<file path="config.mk">
export PLATFORM = sky130hd
export DESIGN_NAME = btn_debounce_pulse
export DESIGN_NICKNAME = d
export VERILOG_FILES = /design/src/rtl/btn_pkg.sv /design/src/rtl/btn_debounce_ch.sv /design/src/rtl/btn_debounce_pulse.sv
export SDC_FILE = /design/constraint.sdc
export NUM_CORES = 1
export LEC_CHECK = 0
export ABC_AREA = 1
export CAP_MARGIN = 20
export CORE_UTILIZATION = 49
export DETAILED_ROUTE_END_ITERATION = 12
export PLACE_DENSITY = 0.72
export SYNTH_ARGS = -nofsm -noshare
export SYNTH_HDL_FRONTEND = slang
export SYNTH_SLANG_ARGS = --single-unit
</file>
<file path="constraint.sdc">
create_clock -name clk -period 2.4 [get_ports clk]
set_input_delay 0.48 -clock clk [delete_from_list [all_inputs] [get_ports clk]]
set_output_delay 0.48 -clock clk [all_outputs]
set_load 0.01 [all_outputs]
</file>
<file path="src/rtl/btn_pkg.sv">
// Shared constants for the button debounce/pulse slice: default sizing and
// the channel-to-function mapping used by the counter controller.
package btn_pkg;

    localparam int DEF_N_BTN      = 3;
    localparam int DEF_TICK_DIV   = 100_000;
    localparam int DEF_STABLE_CNT = 8;

    localparam int BTN_ENABLE = 0;
    localparam int BTN_CLEAR  = 1;
    localparam int BTN_MODE   = 2;

    // Width needed to hold a count from 0 up to and including max_val.
    function automatic int count_width(input int max_val);
        return (max_val < 1) ? 1 : $clog2(max_val + 1);
    endfunction

endpackage

</file>
<file path="src/rtl/btn_debounce_ch.sv">
// One debounce channel: 2-flop synchroniser, tick-gated stability counter,
// debounced level, and a registered one-cycle pulse on each 0->1 level edge.
module btn_debounce_ch
    import btn_pkg::*;
#(
    parameter int STABLE_CNT = DEF_STABLE_CNT
) (
    input  logic clk,
    input  logic rst,
    input  logic tick,
    input  logic btn,
    output logic level,
    output logic pulse
);

    localparam int CW = count_width(STABLE_CNT);
    localparam logic [CW-1:0] LAST = CW'(STABLE_CNT - 1);

    logic          sync_a;
    logic          sync_b;
    logic [CW-1:0] stab_cnt;
    logic [CW-1:0] stab_cnt_nxt;
    logic          level_nxt;
    logic          level_d;

    // Bring the raw asynchronous button into the clock domain before use.
    always_ff @(posedge clk or negedge rst) begin
        if (!rst) begin
            sync_a <= 1'b0;
            sync_b <= 1'b0;
        end else begin
            sync_a <= btn;
            sync_b <= sync_a;
        end
    end

    // On a tick, count disagreeing samples; flip the level on the last one so the counter never passes STABLE_CNT.
    always_comb begin
        stab_cnt_nxt = stab_cnt;
        level_nxt    = level;
        if (tick) begin
            if (sync_b != level) begin
                if (stab_cnt == LAST) begin
                    level_nxt    = ~level;
                    stab_cnt_nxt = '0;
                end else begin
                    stab_cnt_nxt = stab_cnt + CW'(1);
                end
            end else begin
                stab_cnt_nxt = '0;
            end
        end
    end

    // Hold the debounced level and its stability count.
    always_ff @(posedge clk or negedge rst) begin
        if (!rst) begin
            stab_cnt <= '0;
            level    <= 1'b0;
        end else begin
            stab_cnt <= stab_cnt_nxt;
            level    <= level_nxt;
        end
    end

    // Pulse for one cycle right after the level rises; falling edges are ignored.
    always_ff @(posedge clk or negedge rst) begin
        if (!rst) begin
            level_d <= 1'b0;
            pulse   <= 1'b0;
        end else begin
            level_d <= level;
            pulse   <= level & ~level_d;
        end
    end

endmodule

</file>
<file path="src/rtl/btn_debounce_pulse.sv">
// Multi-channel button debouncer with press pulses. A single prescaler sets
// the sample rate for every channel so simultaneous presses stay aligned.
// Channel BTN_ENABLE drives the counter enable, BTN_CLEAR its clear and
// BTN_MODE its mode. TICK_DIV must be at least 2 and STABLE_CNT at least 1.
module btn_debounce_pulse
    import btn_pkg::*;
#(
    parameter int N_BTN      = DEF_N_BTN,
    parameter int TICK_DIV   = DEF_TICK_DIV,
    parameter int STABLE_CNT = DEF_STABLE_CNT
) (
    input  logic             clk,
    input  logic             rst,
    input  logic [N_BTN-1:0] i_btn,
    output logic [N_BTN-1:0] o_level,
    output logic [N_BTN-1:0] o_pulse
);

    localparam int PW = $clog2(TICK_DIV);
    localparam logic [PW-1:0] PS_LAST = PW'(TICK_DIV - 1);

    logic [PW-1:0] ps_cnt;
    logic          tick;

    assign tick = (ps_cnt == PS_LAST);

    // Free-running prescaler 0..TICK_DIV-1; the tick marks its last count.
    always_ff @(posedge clk or negedge rst) begin
        if (!rst) begin
            ps_cnt <= '0;
        end else if (tick) begin
            ps_cnt <= '0;
        end else begin
            ps_cnt <= ps_cnt + PW'(1);
        end
    end

    for (genvar g = 0; g < N_BTN; g++) begin : g_ch
        btn_debounce_ch #(
            .STABLE_CNT (STABLE_CNT)
        ) u_ch (
            .clk   (clk),
            .rst   (rst),
            .tick  (tick),
            .btn   (i_btn[g]),
            .level (o_level[g]),
            .pulse (o_pulse[g])
        );
    end

endmodule

</file>
==> results of run 1 <==
## worst paths after layout
path                                       endpoint                start  depth (start not counted)  slack, ns
min                                       ps_cnt[6]                  rst                          2       0.25
min in group clk                g_ch[1].u_ch.sync_b  g_ch[1].u_ch.sync_a                          0       0.35
min reg2reg                     g_ch[1].u_ch.sync_b  g_ch[1].u_ch.sync_a                          0       0.35
max                                      o_level[0]   g_ch[0].u_ch.level                          1       0.66
max reg2reg                g_ch[0].u_ch.stab_cnt[2]            ps_cnt[0]                          8       0.79
max in group asynchronous       g_ch[2].u_ch.sync_a                  rst                          2       1.78
## cell type report
type                    count  area [um2]
repair buffers             11         103
clock buffers               6        72.6
flip-flops and latches     44        1100
well taps                  52        65.1
clock inverters             1        5.00
multi-input cells         177         956
inverters                  45         169
fillers                   421        1940
## cell families (layout without fill, tap and decap cells)
| family | Yosys count | after routing | synth area share (%) |
|---|---|---|---|
| xor+xnor | 13 | 13 | 4.96 |
| buf+inv | 53 | 63 | 10.3 |
| fa+ha+maj | 4 | 4 | 2.18 |
| simple gates | 145 | 145 | 29.3 |
| flops | 44 | 44 | 48.0 |
| compound gates | 15 | 15 | 5.24 |
## sequential cells by signal (all words and copies together), names as in the netlist
name                cells
g_ch.u_ch.level         3
g_ch.u_ch.level_d       3
g_ch.u_ch.pulse         3
g_ch.u_ch.stab_cnt     12
g_ch.u_ch.sync_a        3
g_ch.u_ch.sync_b        3
ps_cnt                 17
## power breakdown
group	leakage (nW)	internal [mW]	switching (mW)	total [mW]
Clock	0.0410	0.198	0.238	0.436
Sequential	0.587	0.746	0.00174	0.747
Combinational	0.677	0.00822	0.0208	0.0290
Total	1.31	0.952	0.261	1.21
## cell usage after synthesis (all sizes together)
library cell   n  area (um2)
nand2         64         255
nor3          10        50.1
nor2          39         173
ha             4        50.1
xor2          13         114
a21oi          1        5.00
buf            8        67.6
nand3b         3        22.5
dfrtp         44        1100
o21ai         14         115
nand3         16        90.1
inv           45         169
nand4         13        81.3
## per-layer routing
layer / track usage, % / routed length, um
met1: 26.1 / 1940
met2: 27.8 / 1830
met3: 4.33 / 166
met4: 5.33 / 53
met5: 0 / 0
## metrics by stage
stage | cells | total power [mW] | cell area (um2) | hold WS, ns
4_1_cts | 336 | 1.23 | 2470 | 0.272
3_5_place_dp | 329 | 0.793 | 2390 | 0.335
6_report | 336 | 1.21 | 2470 | 0.252
2_1_floorplan | 274 | 0.769 | 2290 | 0.184
3_3_place_gp | 329 | 0.792 | 2390 | 0.332
5_1_grt | 336 | 1.26 | 2470 | 0.296
==> metrics.md, run 1 <==
| Metric | Value |
|---|---|
| Worst setup EP type | primary output |
| DRC Markers | 0 |
| Max-slew headroom | 64.2% |
| Overflow left after global routing | 0 |
| CTS sink cnt | 44 |
| Final Hold Viols | 0 |
| Count of input and output buffers | 10 |
| Status | completed |
| Type of the setup path with the least slack | flip-flop to primary output |
| Share of cells above drive strength 1 | between 10% and 20% |
| Area added between synthesis and finish | 7.75% |
| Post-detailed-route via-to-cell ratio | roughly 5.0 |
| Largest delay share family, worst path | buffers and inverters |
| Count of state elements after synthesis | 44 |
| Power density over cell area | between 400 and 500 nW/um2 |
| Delay of the slowest critical-path stage | 0.56 ns |
| IO Count | 11 |
| Die area | 4960 um2 |
| Number of library cell types mapped by synthesis | 21 |
| Quantity of gates resized following cts | 0 |
| Effective utilization at floorplan | 52.0% |
| Cell area after synthesis | 2290 um2 |
| Maximum clock frequency | 0.573 GHz |
| Total Routed Length | 3980 um |
| Required time at the endpoint of the critical path | about 1.9 ns |
| Final cycle utilization of the critical path | slightly above 70% |
| Iter 0 DRT Violations | ~120 |
| Slowest cell on the critical path | clkdlybuf4s50_1 |
| Rows | 24 |
| Via Count | around 1,700 |
| Number of warnings printed during yosys synthesis | 0 |
| Number of search-and-repair iterations in the first detailed-routing pass | 4 |
| Die Span Y | just over 70 um |
| Global-route wire length before repair | ~7100 um |
| Startpoint type of the worst setup path | flip-flop |
| Worst hold-check path type | input port to asynchronous set/reset pin |
| Shortest clock period the worst path allows after layout | 1.74 ns |
| Clock slew at reported path FFs | around 0.08 ns |
| Critical path arrival | 1.26 ns |
| N_diodes | 0 |
| Maximum number of pins on one net before global-route repair | 45 |
| Sequence of cells on the critical path | clkdlybuf4s50_1 |
| Setup tns final | 0 ns |
| Pins Over Slew Limit | 0 |
| Via count of the first global-routing pass | 1,596 |
| Setup ws final | 0.656 ns |
| Worst slack at placement | 0.797 ns |
| Commonest cells after routing, fill and taps aside | nand2_1 (58), dfrtp_1 (44), inv_1 (41) |
| Slew of the pin with the lowest slew margin | around 0.54 ns |
| TritonCTS clock tree | done |
| H-tree depth | 2 |
| Final routed wire length divided by cell count | 11.8 um |
| Setup repair after global routing missed its margin | false |
| TritonCTS Buffers | 5 |
| Cell at the root of the clock tree | clkbuf_8 |
| Max cap viols | 0 |
| Count of final setup violators | 0 |
| RD Place Congestion | 0.964 |
| Count of hold-fix buffers inserted at cts | 0 |
| Synth Area per Inst | ~8.4 um2 |
| Post-CTS setup repair buffer count | 0 |
| Antenna violations before repair | 0 |
| Layout net count | ~300 |
| Clock skew after layout | 0.00163 ns |
| Clk_lat worst skew | 0.29 ns |
| Horizontal die dimension | 70.4 um |
| Total core area | 4410 um2 |
| Static power due to leakage | roughly 1.3 nW |
| Number of nets in the synthesized netlist | 283 |
| Fin util | between 50% and 60% |
| Worst VDD drop | 0.301 mV |
| Buffer levels on the longest clock path | 2 |
| Portion of the post-synthesis area used by sequential elements | 48.0% |
| Global router's overall resource usage | 18.3% |
| Most common cell after layout, fill and taps aside | nand2_1 |
| Remaining antenna violation count after routing | 0 |
| Gate Count Post-Synth | 274 |
| Critical-path maximum fanout | 5 |
| Post-DP HPWL | around 2900 um |
| Number of buffers and inverters on the critical path | 1 |
Note: power is estimated with default switching activity, not from simulation.
==> run 2, diff against run 1 <==
Settings changed: PLACE_DENSITY 0.72 to 0.75.
Clock period 2.4 ns to 1.6 ns, I/O delays scaled along.
==> run 2 against run 1 <==
  * Core utilization grew 3.9 points
  * Critical path depth is the same
  * Wire length grew 0.50%
  * Via count grew 1.9%
  * Sequential power grew 50%
  * Clock skew grew 0.0064 ns
  * First-iteration DRC count grew 17%
  * Sequential share of layout area shrank 2.9 points
  * Total power grew 71%
  * Die area is the same
  * Final cell count grew 3.6%
  * Combinational power grew 67%
==> metrics.md, run 2 (same netlist as run 1, synthesis figures left out) <==
| Metric | Value |
|---|---|
| Status | completed |
| Beginning of the worst register-to-register path | ps_cnt[0] |
| Worst setup EP type | primary output |
| CTS sink cnt | 44 |
| Buffer levels on the longest clock path | 2 |
| Most common cell after layout, fill and taps aside | nand2_1 |
| Critical-path maximum fanout | 2 |
| Final Hold Viols | 0 |
| Count of final setup violators | 0 |
| TritonCTS Buffers | 5 |
| Area taken by flip-flops and latches | 1100 um2 |
| RD Place Congestion | 0.881 |
| Largest delay share family, worst path | buffers and inverters |
| Final worst hold slack | 0.352 ns |
| TritonCTS clock tree | done |
| Number of search-and-repair iterations in the first detailed-routing pass | 5 |
| Startpoint type of the worst setup path | flip-flop |
| Total core area | about 4400 um2 |
| Via Count | 1,724 |
| Max-slew headroom | 76.6% |
| H-tree depth | 2 |
| Clock skew after layout | 0.00804 ns |
| Max cap viols | 0 |
| Static power due to leakage | 1.39 nW |
| Horizontal die dimension | ~70 um |
| Slowest cell on the critical path | clkdlybuf4s50_1 |
| Via count of the first global-routing pass | 1,672 |
| Total Routed Length | 4000 um |
| Biggest regs | ps_cnt: 17 flops, g_ch.u_ch.stab_cnt: 12 flops |
| Clk_lat worst skew | 0.30 ns |
| Worst hold-check path type | flip-flop to flip-flop |
| Number of buffers and inverters on the critical path | 1 |
| Final routed wire length divided by cell count | 11.5 um |
| Worst Min Path Start | g_ch[1].u_ch.sync_a |
| Clock slew at reported path FFs | 0.09 ns |
| Setup tns final | 0 ns |
| Shortest clock period the worst path allows after layout | 1.53 ns |
| Antenna violations before repair | 0 |
| Register containing the most flip-flops in the final layout | ps_cnt |
| Die area | 4960 um2 |
| Maximum number of pins on one net before global-route repair | between 40 and 50 |
| Power density over cell area | 783 nW/um2 |
| Number of fillers in the final layout | 385 |
| Critical path arrival | approximately 1.2 ns |
| Layout net count | 304 |
| Required time at the endpoint of the critical path | 1.28 ns |
| Count of input and output buffers | 10 |
| Delay of the slowest critical-path stage | 0.54 ns |
| Final cycle utilization of the critical path | 95.4% |
| Sequence of cells on the critical path | clkdlybuf4s50_1 |
| Slew of the pin with the lowest slew margin | 0.348 ns |
| Share of cells above drive strength 1 | 16.2% |
| Type of the setup path with the least slack | flip-flop to primary output |
| Area occupied by multi-input gates | 975 um2 |
| Global router's overall resource usage | between 10% and 20% |
| Overflow left after global routing | 0 |
| Effective utilization at floorplan | 52.0% |
| N_diodes | 0 |
| DRC Markers | 0 |
| Post-detailed-route via-to-cell ratio | 4.95 |
| Remaining antenna violation count after routing | 0 |
| Worst VDD drop | 0.515 mV |
| Pins Over Slew Limit | 0 |
| Area added between synthesis and finish | 15.3% |
| Maximum clock frequency | about 0.66 GHz |
| IO Count | 11 |
| Cell at the root of the clock tree | clkbuf_8 |
| Global-route wire length before repair | between 7000 and 8000 um |
| Number of flip-flops under the largest register name | 17 |
| Rows | 24 |
| Post-DP HPWL | 2900 um |
| Setup repair after global routing missed its margin | true |
| Commonest cells after routing, fill and taps aside | nand2_1 (58), dfrtp_1 (44), inv_1 (41) |
| Slack of the worst reg-to-reg path | 0.09 ns |
| Die Span Y | 70.4 um |
| Timing startpoint of the critical path | g_ch[2].u_ch.level |
| Power Total | approximately 2.1 mW |
| Iter 0 DRT Violations | between 100 and 150 |
run 2: path summary, 6_finish.rpt:
check | end | cells after the start
worst max-delay path | o_level[2] | 1
worst min-delay path | g_ch[1].u_ch.sync_b | 0
worst max register to register | g_ch[0].u_ch.stab_cnt[2] | 8
worst min register to register | g_ch[1].u_ch.sync_b | 0
max in group asynchronous | g_ch[0].u_ch.stab_cnt[1] | 3
min in group asynchronous | ps_cnt[6] | 3
run 2: area by class of cell:
class	count	share of cell area, %
multi-input cells	177	36.9
inverters	45	6.39
repair buffers	22	8.05
flip-flops and latches	44	41.6
well taps	52	2.46
clock buffers	6	3.12
clock inverters	2	1.47
run 2: stage by stage:
step / std cells / utilization (%) / worst slack (ns) / instance area (um2)
floorplan: 274 / - / 0.166 / 2290
CTS: 347 / 59.4 / 0.0561 / 2620
global route: 348 / 59.9 / -0.0270 / 2640
global placement: 335 / 55.8 / 0.0543 / 2460
detailed placement: 335 / 55.8 / -0.0209 / 2460
finish: 348 / 59.9 / 0.0738 / 2640
run 2: where the power goes:
group	internal [mW]	leakage, nW	switching (mW)
Clock	0.511	0.0614	0.390
Sequential	1.12	0.587	0.00317
Combinational	0.0175	0.742	0.0308
Total	1.65	1.39	0.424
run 2: metal layers:
layer | vias to the layer above | wire length [um] | global-route usage, % | part of all wire (%)
met3 | 5 | 112 | 3.90 | 2.8
met5 | - | 0 | 0 | 0
met2 | 24 | 1860 | 29.2 | 46
met4 | 0 | 63 | 9.56 | 1.6
met1 | 803 | 1970 | 24.7 | 49
li1 | 892 | - | - | -
run 2: timing repair:
action / CTS / global route
resized for setup: 1 / 3
hold buffers: 1 / 0
pin swaps: 0 / 1
buffers inserted: 3 / 1
endpoints found under the setup margin: 7 / 6
endpoints found under the hold margin: 44 / 0
==> run 3, diff against run 2 <==
Settings changed: PLACE_DENSITY 0.75 to 0.72.
Clock period 1.6 ns to 1.89 ns, I/O delays scaled along.
==> run 3 against run 2 <==
  * Hold slack lost 0.21 ns
  * Combinational power decreased by 26%
  * Final cell count decreased by 3.2%
  * Global-route usage fell by 1.1 points
  * Critical path depth stayed put
  * Critical endpoint unchanged
  * Largest cell class unchanged
  * Highest routed layer unchanged
==> metrics.md, run 3 (same netlist as run 1, synthesis figures left out) <==
| Metric | Value |
|---|---|
| Largest delay share family, worst path | buffers and inverters |
| Final Hold Viols | 0 |
| Critical-path maximum fanout | 5 |
| Global-route wire length before repair | 6940 um |
| Clk_lat worst skew | roughly 0.3 ns |
| Static power due to leakage | ~1.3 nW |
| Antenna violations before repair | 0 |
| IO Count | 11 |
| Share of cells above drive strength 1 | 12.3% |
| Max cap viols | 0 |
| Overflow left after global routing | 0 |
| Total Routed Length | between 3000 and 4000 um |
| TritonCTS clock tree | done |
| Pins Over Slew Limit | 0 |
| Post-DP HPWL | around 2800 um |
| Count of hold-fix buffers inserted at cts | 0 |
| Horizontal die dimension | 70.4 um |
| Delay of the slowest critical-path stage | 0.56 ns |
| Wire length on met3 | 122 um |
| Highest metal layer with signal wires | met4 |
| Count of final setup violators | 0 |
| Sequence of cells on the critical path | clkdlybuf4s50_1 |
| Maximum number of pins on one net before global-route repair | 45 |
| Layout net count | about 290 |
| Type of the setup path with the least slack | flip-flop to primary output |
| Count of input and output buffers | 10 |
| Rows | 24 |
| Via Count | between 1,500 and 2,000 |
| Area added between synthesis and finish | 8.29% |
| Status | completed |
| Die area | 4960 um2 |
| Number of fillers in the final layout | 392 |
| Switching Fraction | about a fifth |
| Commonest cells after routing, fill and taps aside | nand2_1 (58), dfrtp_1 (44), inv_1 (41) |
| Biggest regs | ps_cnt: 17 flops, g_ch.u_ch.stab_cnt: 12 flops |
| RD Place Congestion | 0.941 |
| Critical path arrival | 1.27 ns |
| Part of the total power dissipated in sequential elements | 59.8% |
| Shortest clock period the worst path allows after layout | 1.65 ns |
| Setup tns final | 0 ns |
| Iter 0 DRT Violations | around 160 |
| Quantity of gates resized following cts | 0 |
| Worst VDD drop | 0.421 mV |
| N_diodes | 0 |
| Number of flip-flops under the largest register name | 17 |
| Cell internal power dissipation | 1.26 mW |
| Power density over cell area | 640 nW/um2 |
| Area occupied by multi-input gates | 956 um2 |
| DRT met1 WL | 1920 um |
| Die Span Y | 70.4 um |
| Share of total power in combinational logic | 2.3% |
| H-tree depth | 2 |
| Worst setup EP type | primary output |
| Area taken by flip-flops and latches | 1100 um2 |
| Clock slew at reported path FFs | ~0.080 ns |
| Post-CTS setup repair buffer count | 0 |
| Final cycle utilization of the critical path | 87.1% |
| Detailed route wirelength on metal2 | between 1500 and 2000 um |
| Slowest cell on the critical path | clkdlybuf4s50_1 |
| Max-slew headroom | 64.2% |
| DRC Markers | 0 |
| Final routed wire length divided by cell count | 11.4 um |
| Startpoint type of the worst setup path | flip-flop |
| Number of search-and-repair iterations in the first detailed-routing pass | 4 |
| Clock share of power | 38.0% |
| Register containing the most flip-flops in the final layout | ps_cnt |
| Buffer levels on the longest clock path | 2 |
| Maximum clock frequency | a little over 0.6 GHz |
| Effective utilization at floorplan | 52.0% |
| Setup repair after global routing missed its margin | false |
| Switching power of the nets | 0.333 mW |
| Cell at the root of the clock tree | clkbuf_8 |
| Slew of the pin with the lowest slew margin | 0.537 ns |
| Required time at the endpoint of the critical path | 1.51 ns |
| Worst hold-check path type | input port to asynchronous set/reset pin |
| CTS sink cnt | 44 |
| Remaining antenna violation count after routing | 0 |
| Number of buffers and inverters on the critical path | 1 |
| Post-detailed-route via-to-cell ratio | 5.02 |
| Final worst hold slack | 0.143 ns |
| Clock skew after layout | 0.00904 ns |
| Most common cell after layout, fill and taps aside | nand2_1 |
| TritonCTS Buffers | 5 |
| Via count of the first global-routing pass | approximately 1,600 |
| Total core area | ~4400 um2 |
| Global router's overall resource usage | around 18% |
[run 3: power by group through the flow]
stage               combinational, mW  sequential [mW]  clock, mW
floorplan                     0.00867            0.968          0
global placement               0.0381            0.968          0
detailed placement             0.0380            0.968          0
CTS                            0.0379            0.949      0.619
global route                   0.0425            0.950      0.663
finish                         0.0359            0.949      0.603
[run 3: cell type report]
type	instances	area share [%]
flip-flops and latches	44	44.3
multi-input cells	177	38.5
inverters	45	6.80
repair buffers	11	4.13
clock buffers	8	3.63
well taps	52	2.62
[run 3: worst paths after layout]
path / from / to / slack, ns / cells after the start
max: g_ch[2].u_ch.level / o_level[2] / 0.24 / 1
min: rst / ps_cnt[2] / 0.14 / 2
max reg2reg: ps_cnt[0] / g_ch[0].u_ch.stab_cnt[2] / 0.28 / 8
min reg2reg: g_ch[2].u_ch.sync_a / g_ch[2].u_ch.sync_b / 0.35 / 0
max in group asynchronous: rst / g_ch[1].u_ch.level / 1.38 / 2
min in group clk: g_ch[2].u_ch.sync_a / g_ch[2].u_ch.sync_b / 0.35 / 0
[run 3: stage by stage]
step	power [mW]	util (%)	cells	setup slack [ns]	instance area, um2
after floorplan	0.977	-	274	0.456	2290
after global routing	1.66	56.3	337	0.128	2480
after detailed placement	1.01	54.2	329	0.269	2390
after global placement	1.01	54.2	329	0.325	2390
after CTS	1.61	56.3	337	0.230	2480
final	1.59	56.3	337	0.244	2480
[run 3: worst register-to-register path, stage by stage, from the launching register on]
cell	delay, ns
dfrtp_1	0.37
ha_1	0.20
nand2_2	0.11
nor2_8	0.16
nand3_2	0.11
nor2_4	0.14
nand2_2	0.21
nand2_1	0.15
o21ai_2	0.05
[run 3: per-layer routing]
layer	vias to the layer above	global-route usage (%)
li1	877	-
met1	781	23.2
met2	26	27.4
met3	9	4.33
met4	0	8.22
met5	-	0
